`src/rtl/dma_bd_load_scheduler.sv`:
```
// Picks the next internal buffer descriptor to load into the DMA engine.
// Two priority classes, round-robin inside each, with a bound on high-priority bursts.
module dma_bd_load_scheduler #(
   parameter int unsigned NUM_INT_BDS       = 4,
   parameter int unsigned NUM_INT_BDS_WIDTH = 2,
   parameter int unsigned HP_BURST_MAX      = 4,
   parameter int unsigned CNT_WIDTH         = 3
) (
   input  logic                         clock,
   input  logic                         resetn,
   input  logic [NUM_INT_BDS-1:0]       strtDMAOp,
   input  logic [NUM_INT_BDS-1:0]       strtDMAOpInt,
   input  logic [NUM_INT_BDS-1:0]       hiPriMask,
   input  logic [NUM_INT_BDS-1:0]       abortBD,
   input  logic                         ldIntDscrptrAck,
   output logic                         ldDscrptr,
   output logic [NUM_INT_BDS_WIDTH-1:0] ldDscrptrNum,
   output logic [NUM_INT_BDS-1:0]       pendingBDs,
   output logic                         busy
);

   typedef enum logic [0:0] {StArb, StGrant} stateT;

   stateT                        state;
   logic [NUM_INT_BDS_WIDTH-1:0] hpPtr;
   logic [NUM_INT_BDS_WIDTH-1:0] lpPtr;
   logic [CNT_WIDTH-1:0]         hpCnt;
   logic                         grantHp;

   logic [NUM_INT_BDS-1:0]       hpReq;
   logic [NUM_INT_BDS-1:0]       lpReq;
   logic                         pickHp;
   logic [NUM_INT_BDS-1:0]       classReq;
   logic [NUM_INT_BDS_WIDTH-1:0] classPtr;
   logic [NUM_INT_BDS_WIDTH-1:0] selIdx;
   logic [NUM_INT_BDS_WIDTH-1:0] cand;
   logic                         found;
   logic [NUM_INT_BDS_WIDTH-1:0] nextPtr;
   logic [NUM_INT_BDS-1:0]       grantOh;
   logic [NUM_INT_BDS-1:0]       ackClr;
   logic [NUM_INT_BDS-1:0]       pendingNext;
   logic                         ackEdge;

   assign hpReq    = pendingBDs & hiPriMask;
   assign lpReq    = pendingBDs & ~hiPriMask;
   assign pickHp   = (|hpReq) && ((lpReq == '0) || (hpCnt < CNT_WIDTH'(HP_BURST_MAX)));
   assign classReq = pickHp ? hpReq : lpReq;
   assign classPtr = pickHp ? hpPtr : lpPtr;

   // First requester at or after the class pointer, wrapping past the top index.
   always_comb begin
      selIdx = '0;
      cand   = '0;
      found  = 1'b0;
      for (int unsigned i = 0; i < NUM_INT_BDS; i++) begin
         cand = NUM_INT_BDS_WIDTH'((32'(classPtr) + i) % NUM_INT_BDS);
         if (!found && classReq[cand]) begin
            found  = 1'b1;
            selIdx = cand;
         end
      end
   end

   assign nextPtr = NUM_INT_BDS_WIDTH'((32'(ldDscrptrNum) + 32'd1) % NUM_INT_BDS);
   assign ackEdge = (state == StGrant) && ldIntDscrptrAck;

   always_comb begin
      grantOh = '0;
      if (ldDscrptr) grantOh[ldDscrptrNum] = 1'b1;
   end

   assign ackClr = ackEdge ? grantOh : '0;
   // New starts win over clears; an abort never touches the presented grant.
   assign pendingNext = (pendingBDs & ~(ackClr | (abortBD & ~grantOh)))
                        | strtDMAOp | strtDMAOpInt;

   always_ff @(posedge clock or negedge resetn) begin
      if (!resetn) begin
         state        <= StArb;
         ldDscrptr    <= 1'b0;
         ldDscrptrNum <= '0;
         pendingBDs   <= '0;
         hpPtr        <= '0;
         lpPtr        <= '0;
         hpCnt        <= '0;
         grantHp      <= 1'b0;
      end else begin
         pendingBDs <= pendingNext;
         unique case (state)
            StArb: begin
               if (lpReq == '0) hpCnt <= '0;
               if (|pendingBDs) begin
                  ldDscrptr    <= 1'b1;
                  ldDscrptrNum <= selIdx;
                  grantHp      <= pickHp;
                  state        <= StGrant;
               end
            end
            StGrant: begin
               if (ldIntDscrptrAck) begin
                  ldDscrptr    <= 1'b0;
                  ldDscrptrNum <= '0;
                  state        <= StArb;
                  if (grantHp) begin
                     hpPtr <= nextPtr;
                     if (hpCnt < CNT_WIDTH'(HP_BURST_MAX)) hpCnt <= hpCnt + 1'b1;
                  end else begin
                     lpPtr <= nextPtr;
                     hpCnt <= '0;
                  end
               end
            end
            default: state <= StArb;
         endcase
      end
   end

   assign busy = ldDscrptr | (|pendingBDs);

endmodule

```
`config.mk`:
```
export PLATFORM = sky130hd
export DESIGN_NAME = dma_bd_load_scheduler
export DESIGN_NICKNAME = d
export VERILOG_FILES = /design/src/rtl/dma_bd_load_scheduler.sv
export SDC_FILE = /design/constraint.sdc
export NUM_CORES = 1
export LEC_CHECK = 0
export CAP_MARGIN = 10
export CORE_ASPECT_RATIO = 1.2
export CORE_MARGIN = 5
export CORE_UTILIZATION = 49
export CTS_CLUSTER_SIZE = 10
export DETAILED_ROUTE_END_ITERATION = 10
export PLACE_DENSITY = 0.79
export SLEW_MARGIN = 25
export SYNTH_ARGS = -nofsm -noshare
export SYNTH_HDL_FRONTEND = slang
export SYNTH_SLANG_ARGS = --single-unit
```
`constraint.sdc`:
```
create_clock -name clock -period 3.2 [get_ports clock]
set_input_delay 0.32 -clock clock [delete_from_list [all_inputs] [get_ports clock]]
set_output_delay 0.32 -clock clock [all_outputs]
set_load 0.1 [all_outputs]
```
==> metrics, run 1 <==
leak pwr between 0.5 and 0.6 nW; Mapped Cells roughly 120; ys async rst share 100%; skew final 3.04 ps; die extent in y between 60 and 70 um; largest net degree at the start of global routing 17; pwr/cell area roughly 770 mW/mm2; setup TNS 0 ps; Placement Rows 19; Top Ports 27; Die Area 0.00336 mm2; WL/cell 15.1 um; commonest cells after routing, fill and taps aside clkdlybuf4s50_1, dfrtp_1, nand2_1, nor2_1, a21oi_1; share of the synthesized area in the top cell type between 30 and 40%; total gr overflow 0; Period minus WS final approximately 2600 ps; setup bufs post-CTS 0; FF-to-FF path depth 7; clock group share of total power 12.2%; Vias between 1000 and 1500; Syn. warnings 0; register bit total from synthesis 16; Total Power ~1.1 mW; critical path launch point type primary input; R2R setup slack about 630 ps; clock latency on the worst-skew pair 280 ps; Design Area, Final ~0.0014 mm2; Antenna Nets Post-Route 0; status finished clean; CP Capture Type flip-flop; total CTS buffers 3; final setup fails 0; Hold WC Path Type primary input to async pin; internal power slightly below 600 uW; initial antenna violation count 0; Remaining DRCs 0; Root Buffer clkbuf_4; WP buf/inv 1; CP Depth 8; post-synthesis sequential area ratio between 30% and 40%; CTS-repair resized insts 0; Crit path largest cell delay ~500 ps; sw frac 47.1%; vias in the first global route ~1000; Max FO, Critical Path 12; Netlist Area Pre-Place around 0.0011 mm2; WP data required roughly 3400 ps; CP Cell Sequence clkdlybuf4s50_1 > a222oi_1 > o21ba_1 > a221o_2 > mux2_2 > a2111oi_2 > a21oi_1 > a221oi_2; Max-Cap Viols 0; Placed Area 0.00139 mm2; Most used DFF post-synth dfrtp_1; CP delay by family, top compound AO/OA/AOI/OAI gates; DR pass1 iterations 4; # diodes 0; nets approximately 170; via density per instance ~5.9; Max VDD drop between 400 and 500 uV; Worst-path clk slew ~90 ps; Die X around 54 um; Final WS setup between 600 and 700 ps; commonest non-fill, non-tap cell in the layout clkdlybuf4s50_1; cell accounting for the most synthesized area dfrtp_1; Comb pwr share between 50% and 60%; Max Clock Freq 386 MHz; core area between 0.002 and 0.0025 mm2; initial core utilization between 40% and 50%; Yosys cell types 38; DR iter-0 viols 38; fin. max-slew vios 0; first-pass GRT wire length roughly 4400 um; count of input and output buffers 26; fin crit share 81.0%; relative slew slack 35.2%; Layout area overhead 26.3%; cts hold-fix bufs 0; Total GRT Usage around 17%; GPL Wtd Cong between 1 and 1.5; RSZ-0062 raised after global routing false; Clock Tree Buf Depth 2; Fin. Hold Viols 0; Synth area leaders dfrtp_1, ha_1, mux2_2, mux2i_1, a21oi_1; CP Class primary input to flip-flop; final WL roughly 2700 um; H-tree levels 1; fraction of layout cells with a size suffix above 1 roughly 12%; Setup WS pre-CTS approximately 320 ps; Worst-Margin Slew 969 ps; slowest CP cell clkdlybuf4s50_1; DP HPWL 2180 um; Net Count, Synth 147; Clock Sinks 16; CP Data Arrival Time around 2800 ps; CTS tree done; EDFF count, synth 0; Psw about 500 uW; syn_area_per_cell roughly 9 um2; Reg power frac between 30% and 40%
==> worst paths after layout <==
check                              start               to
setup reg to reg           pendingBDs[2]  ldDscrptrNum[1]
max in group asynchronous         resetn  ldDscrptrNum[0]
min in group clock              hpCnt[1]         hpCnt[1]
hold / removal                    resetn            state
hold reg to reg                 hpCnt[1]         hpCnt[1]
setup / recovery            hiPriMask[2]  ldDscrptrNum[1]
==> sequential cells by signal, summed over array words and instances (netlist names) <==
name and count:
ldDscrptr 1, state 1, pendingBDs 4, hpCnt 3, grantHp 1, lpPtr 2, ldDscrptrNum 2, hpPtr 2
==> Yosys cell counts, types with 3 or more instances <==
cell	n
a31oi_1	3
nand3_1	8
nand4_1	3
a21oi_1	9
ha_1	5
nand2b_1	4
o21ai_0	4
mux2i_1	5
nand2_1	11
clkbuf_1	3
nor2_1	9
nor3_1	3
inv_1	6
mux2_2	5
dfrtp_1	16
==> stage by stage <==
stage,hold WS (ps),utilization (%),cells
6_report,444,63.0,179
5_1_grt,521,63.0,179
4_1_cts,476,63.0,179
3_5_place_dp,521,61.4,175
3_3_place_gp,505,61.4,175
2_1_floorplan,24.4,-,123
==> cell families (layout without fill, tap and decap cells) <==
| family | count (synthesis) | count (layout) | synth area share (%) |
|---|---|---|---|
| and+or+nand+nor | 48 | 48 | 22.4 |
| AOI/OAI and AO/OA | 33 | 33 | 22.0 |
| DFF | 16 | 16 | 35.6 |
| buffers and inverters | 11 | 36 | 5.00 |
| muxes | 10 | 10 | 9.44 |
| adders and majority gates | 5 | 5 | 5.56 |
==> power groups by stage <==
stage | Clock [mW] | Combinational (mW) | Sequential [mW]
after detailed placement | 0 | 0.588 | 0.367
after CTS | 0.136 | 0.591 | 0.363
after global placement | 0 | 0.570 | 0.361
after floorplan | 0 | 0.370 | 0.447
final | 0.133 | 0.589 | 0.367
after global routing | 0.146 | 0.640 | 0.375
==> routing by layer <==
metal	track usage (%)	routed length, um
met5	0	0
met1	19.5	1120
met3	2.63	119
met2	30.0	1420
met4	6.07	34
==> final cells by class <==
class | instances | area (um2)
clock buffers | 4 | 36.3
inverters | 6 | 22.5
well taps | 31 | 38.8
multi-input cells | 96 | 669
repair buffers | 26 | 255
flip-flops and latches | 16 | 400
fillers | 200 | 836
No activity file was read; power rests on OpenSTA's default activity.
==> run 2, diff against run 1 <==
- clock period: 3.2 -> 2.4 ns (I/O delays scaled with it)
==> metrics, run 2 (synthesized netlist as in run 1, its figures left out) <==
status finished clean (unchanged); commonest non-fill, non-tap cell in the layout buf_4 (was clkdlybuf4s50_1); pwr/cell area 1060 mW/mm2 (was 765 mW/mm2); RSZ-0062 raised after global routing true (was false); internal power 968 uW (was 576 uW); initial antenna violation count 0 (unchanged); first-pass GRT wire length 5220 um (was 4390 um); Hold WC Path Type primary input to async pin (unchanged); skew final 8.09 ps (was 3.04 ps); Placement Rows 19 (unchanged); final WL 3180 um (was 2690 um); Fin. Hold Viols 0 (unchanged); top flop regs pendingBDs: 4 flops, hpCnt: 3 flops (unchanged); Vias 1144 (was 1049); Top Ports 27 (unchanged); CP most frequent cell buf_4; GPL Wtd Cong 0.931 (was 1.02); core area 0.00226 mm2 (unchanged); Final WS setup 15.7 ps (was 609 ps); Die X 53.8 um (unchanged); # diodes 0 (unchanged); Remaining DRCs 0 (unchanged); sw frac 45.3% (was 47.1%); H-tree levels 1 (unchanged); Die Area 0.00336 mm2 (unchanged); fin crit share 99.3%; CP Capture Type flip-flop (unchanged); via density per instance 5.69 (was 5.86); DR iter-0 viols 40 (was 38); max reg flops 4 (unchanged); Max FO, Critical Path 5 (was 12); Comb pwr share 63.3% (was 54.1%); Total GRT Usage 20.3% (was 17.0%); die extent in y 62.5 um (unchanged); count of input and output buffers 26 (unchanged); Max VDD drop 883 uV (was 431 uV); DR pass1 iterations 4 (unchanged); Antenna Nets Post-Route 0 (unchanged); Worst-path clk slew 90 ps (about the same); Clock Tree Buf Depth 2 (unchanged); final setup fails 0 (unchanged); Worst-Margin Slew 708 ps (was 969 ps); largest register by flop count pendingBDs (unchanged); total CTS buffers 3 (unchanged); commonest cells after routing, fill and taps aside buf_4, clkdlybuf4s50_1, dfrtp_1, nand2_1, nor2_1 (was clkdlybuf4s50_1, dfrtp_1, nand2_1, nor2_1, a21oi_1); number of fill cells 170 (was 200); largest net degree at the start of global routing 17 (unchanged); clock latency on the worst-skew pair 290 ps (was 280 ps); Design Area, Final 0.00167 mm2 (was 0.00142 mm2); slowest CP cell dfrtp_4 (was clkdlybuf4s50_1); setup TNS 0 ps (unchanged); fin. max-slew vios 0 (unchanged); Layout area overhead 48.7% (was 26.3%); total gr overflow 0 (unchanged); critical path launch point type flip-flop (was primary input); Reg power frac 26.8% (was 33.7%); Max Clock Freq roughly 420 MHz; fraction of layout cells with a size suffix above 1 36.5% (was 12.2%); initial core utilization 49.9% (unchanged); Min Hold Slack 366 ps (was 444 ps); Crit path largest cell delay 510 ps (about the same); relative slew slack 52.7% (was 35.2%); Clock Sinks 16 (unchanged); CP Cell Sequence a222oi_1 > buf_4 > o21ba_4 > a221o_2 > o211ai_1 > buf_4 > a2111oi_4 > a21oi_2 > a221oi_2 (was clkdlybuf4s50_1 > a222oi_1 > o21ba_1 > a221o_2 > mux2_2 > a2111oi_2 > a21oi_1 > a221oi_2); WL/cell 15.8 um (was 15.1 um); sequential cell area 410 um2 (was 400 um2); Period minus WS final 2380 ps; leak pwr 0.713 nW (was 0.597 nW); Util after Layout 74.1% (was 63.0%); CTS tree done (unchanged); Max-Cap Viols 0 (unchanged); WP data required 2590 ps (was 3390 ps); nets 195 (was 173); Setup WS pre-CTS -206 ps (was 317 ps); Placed Area 0.00150 mm2 (was 0.00139 mm2); CP Data Arrival Time 2570 ps (was 2790 ps); vias in the first global route 1181 (was 1005); Psw 802 uW (was 512 uW); area of the multi-input gates 757 um2 (was 669 um2); clock group share of total power 9.9% (was 12.2%); Root Buffer clkbuf_4 (unchanged); CP Class flip-flop to flip-flop (was primary input to flip-flop); DP HPWL 2460 um (was 2180 um)
[run 2: cell types whose count changed in the layout (fill, tap and decap cells not counted), moves of 2 or more]
| cell | change |
|---|---|
| dfrtp_4 | +2 |
| dfrtp_2 | +2 |
| a211oi_1 | -2 |
| clkdlybuf4s50_1 | -6 |
| mux2i_4 | +2 |
| a211oi_2 | +2 |
| mux2i_1 | -3 |
| dfrtp_1 | -4 |
| a21oi_1 | -3 |
| a21oi_2 | +3 |
| buf_4 | +27 |
[run 2: what timing repair did]
item / in CTS / in global routing
setup buffers: 3 / 3
pin swaps: 3 / 5
hold endpoints to repair: 0 / 0
hold buffers: 0 / 0
setup endpoints to repair: 1 / 2
gates resized for setup: 1 / 16
cloned: 0 / 0
[run 2: final cells by class]
class,instances,share of cell area [%]
inverter,6,1.35
sequential,16,24.5
tap,31,2.32
clock buffer,4,2.17
timing repair buffer,48,24.4
multi-input combinational,96,45.2
[run 2: power by group through the flow]
stage               Combinational [mW]  Sequential [mW]  Clock, mW
floorplan                        0.494            0.600          0
global placement                 0.886            0.471          0
detailed placement               0.910            0.478          0
CTS                              0.948            0.470      0.180
global route                      1.20            0.496      0.198
finish                            1.12            0.475      0.174
[run 2: worst paths after layout]
path | startpoint | end | slack, ps | cells after the start
hold reg to reg | hpPtr[0] | hpPtr[0] | 520 | 2
max in group asynchronous | resetn | pendingBDs[0] | 1520 | 1
setup reg to reg | pendingBDs[0] | ldDscrptrNum[1] | 20 | 9
hold / removal | resetn | ldDscrptr | 370 | 1
min in group clock | hpPtr[0] | hpPtr[0] | 520 | 2
setup / recovery | pendingBDs[0] | ldDscrptrNum[1] | 20 | 9
[run 2: per-layer routing]
metal  vias to the layer above  routed length, um  GRT usage (%)  part of all wire [%]
met2                        39               1680           33.3                    53
met5                         -                  0              0                     0
met1                       538               1260           24.6                    40
met3                         8                173           4.30                   5.4
li1                        559                  -              -                     -
met4                         0                 68           8.95                   2.1
[run 2: stage by stage]
stage	std cells	total power, mW
final	201	1.77
after global routing	201	1.89
after CTS	198	1.60
after detailed placement	191	1.39
after global placement	191	1.36
after floorplan	123	1.09
[run 2: worst max-delay path: cells and delay by family, from the launching register on]
family / cells / cell delay (ps)
buffers and inverters: 2 / 370
AO/OA/AOI/OAI: 7 / 1410
flip-flops: 1 / 510
==> run 3, diff against run 2 <==
- TNS_END_PERCENT: unset -> 20
==> metrics, run 3 (synthesized netlist as in run 1, its figures left out) <==
status finished with violations (was finished clean); failing checks negative setup slack; DR pass1 iterations 4 (unchanged); internal power 964 uW (was 968 uW); CP Class flip-flop to flip-flop (unchanged); initial core utilization 49.9% (unchanged); Max-Cap Viols 0 (unchanged); relative slew slack 53.1% (was 52.7%); Final WS setup -2.09 ps (was 15.7 ps); initial antenna violation count 0 (unchanged); CP Capture Type flip-flop (unchanged); Psw 807 uW (was 802 uW); # diodes 0 (unchanged); core area 0.00226 mm2 (unchanged); Antenna Nets Post-Route 0 (unchanged); WP data required 2590 ps (about the same); final WL 3240 um (was 3180 um); Remaining DRCs 0 (unchanged); DR iter-0 viols 45 (was 40); GPL Wtd Cong 0.931 (unchanged); fraction of layout cells with a size suffix above 1 36.5% (unchanged); vias in the first global route 1181 (unchanged); fin crit share 100% (was 99.3%); setup TNS -2.09 ps (was 0 ps); Max FO, Critical Path 5 (unchanged); largest register by flop count pendingBDs (unchanged); Total Power 1.77 mW (about the same); top flop regs pendingBDs: 4 flops, hpCnt: 3 flops (unchanged); Reg power frac 26.9% (was 26.8%); total CTS buffers 3 (unchanged); number of fill cells 170 (unchanged); CTS tree done (unchanged); fin. max-slew vios 0 (unchanged); Fin. Hold Viols 0 (unchanged); Period minus WS final 2400 ps (was 2380 ps); clock group share of total power 9.8% (was 9.9%); H-tree levels 1 (unchanged); Top Ports 27 (unchanged); Comb pwr share 63.3% (about the same); Clock Sinks 16 (unchanged); skew final 8.16 ps (was 8.09 ps); leak pwr 0.712 nW (was 0.713 nW); Root Buffer clkbuf_4 (unchanged); commonest non-fill, non-tap cell in the layout buf_4 (unchanged); Worst-Margin Slew 702 ps (was 708 ps); largest net degree at the start of global routing 17 (unchanged); clock latency on the worst-skew pair 290 ps (about the same); Max Clock Freq 416 MHz (was 419 MHz); final setup fails 1 (was 0); critical path launch point type flip-flop (unchanged); Total GRT Usage 20.3% (unchanged); Max VDD drop 884 uV (was 883 uV); pwr/cell area 1060 mW/mm2 (about the same); CP Data Arrival Time 2590 ps (was 2570 ps); via density per instance 5.85 (was 5.69); Worst-path clk slew 90 ps (about the same); Die X 53.8 um (unchanged); max reg flops 4 (unchanged); Die Area 0.00336 mm2 (unchanged); cts hold-fix bufs 0 (unchanged); Clock Tree Buf Depth 2 (unchanged); nets 195 (unchanged); DP HPWL 2460 um (unchanged); first-pass GRT wire length 5220 um (unchanged); Placement Rows 19 (unchanged); total gr overflow 0 (unchanged); die extent in y 62.5 um (unchanged); Hold WC Path Type primary input to async pin (unchanged); count of input and output buffers 26 (unchanged); RSZ-0062 raised after global routing true (unchanged); Layout area overhead 48.3% (was 48.7%); sw frac 45.6% (was 45.3%); Vias 1175 (was 1144); commonest cells after routing, fill and taps aside buf_4, clkdlybuf4s50_1, dfrtp_1, nand2_1, nor2_1 (unchanged); WL/cell 16.1 um (was 15.8 um); Setup WS pre-CTS -206 ps (unchanged)
[run 3: cell counts in the layout (fill, tap and decap cells not counted)]
No cell type changed its count.
[run 3: layout make-up]
type,count,area (um2),area share (%)
inverter,6,22.5,1.35
clock buffer,4,36.3,2.17
sequential,16,410,24.6
tap,31,38.8,2.32
multi-input combinational,96,757,45.3
timing repair buffer,48,405,24.3
[run 3: path summary, 6_finish.rpt]
check,start,end,slack [ps],depth (start not counted)
setup / recovery,pendingBDs[0],ldDscrptrNum[1],-2,9
hold / removal,resetn,ldDscrptr,360,1
setup reg to reg,pendingBDs[0],ldDscrptrNum[1],-2,9
hold reg to reg,hpPtr[0],hpPtr[0],520,2
max in group asynchronous,resetn,pendingBDs[0],1520,1
min in group clock,hpPtr[0],hpPtr[0],520,2
[run 3: through the flow]
| stage | cell area (um2) | utilization [%] | hold slack, ps | std cells |
|---|---|---|---|---|
| 3_3_place_gp | 1500 | 66.5 | 497 | 191 |
| 6_report | 1670 | 74.0 | 364 | 201 |
| 4_1_cts | 1570 | 69.3 | 387 | 198 |
| 3_5_place_dp | 1500 | 66.5 | 496 | 191 |
| 2_1_floorplan | 1140 | - | -55.6 | 123 |
| 5_1_grt | 1670 | 74.0 | 427 | 201 |
[run 3: repair_timing]
| action | CTS | global route |
|---|---|---|
| resized for setup | 1 | 15 |
| endpoints found under the setup margin | 1 | 2 |
| buffers inserted | 3 | 3 |
| hold endpoints to repair | 0 | 0 |
| pin swaps | 3 | 5 |
[run 3: power groups by stage]
stage / combinational [mW] / clock [mW] / sequential (mW)
detailed placement: 0.910 / 0 / 0.478
global route: 1.20 / 0.198 / 0.495
floorplan: 0.494 / 0 / 0.600
finish: 1.12 / 0.174 / 0.476
CTS: 0.948 / 0.180 / 0.470
global placement: 0.886 / 0 / 0.471
[run 3: critical path, stage by stage, from the launching register on]
cell,delay (ps)
dfrtp_4,510
a222oi_1,340
buf_4,180
o21ba_4,120
a221o_2,160
o211ai_1,150
buf_4,190
a2111oi_4,360
a21oi_2,60
a221oi_2,230
[run 3: metal layers]
metal	wire [um]	part of all wire [%]	vias up	GRT usage (%)
li1	-	-	565	-
met1	1280	39	556	24.6
met2	1680	52	40	33.3
met3	162	5.0	14	4.30
met4	123	3.8	0	8.95
met5	0	0	-	0
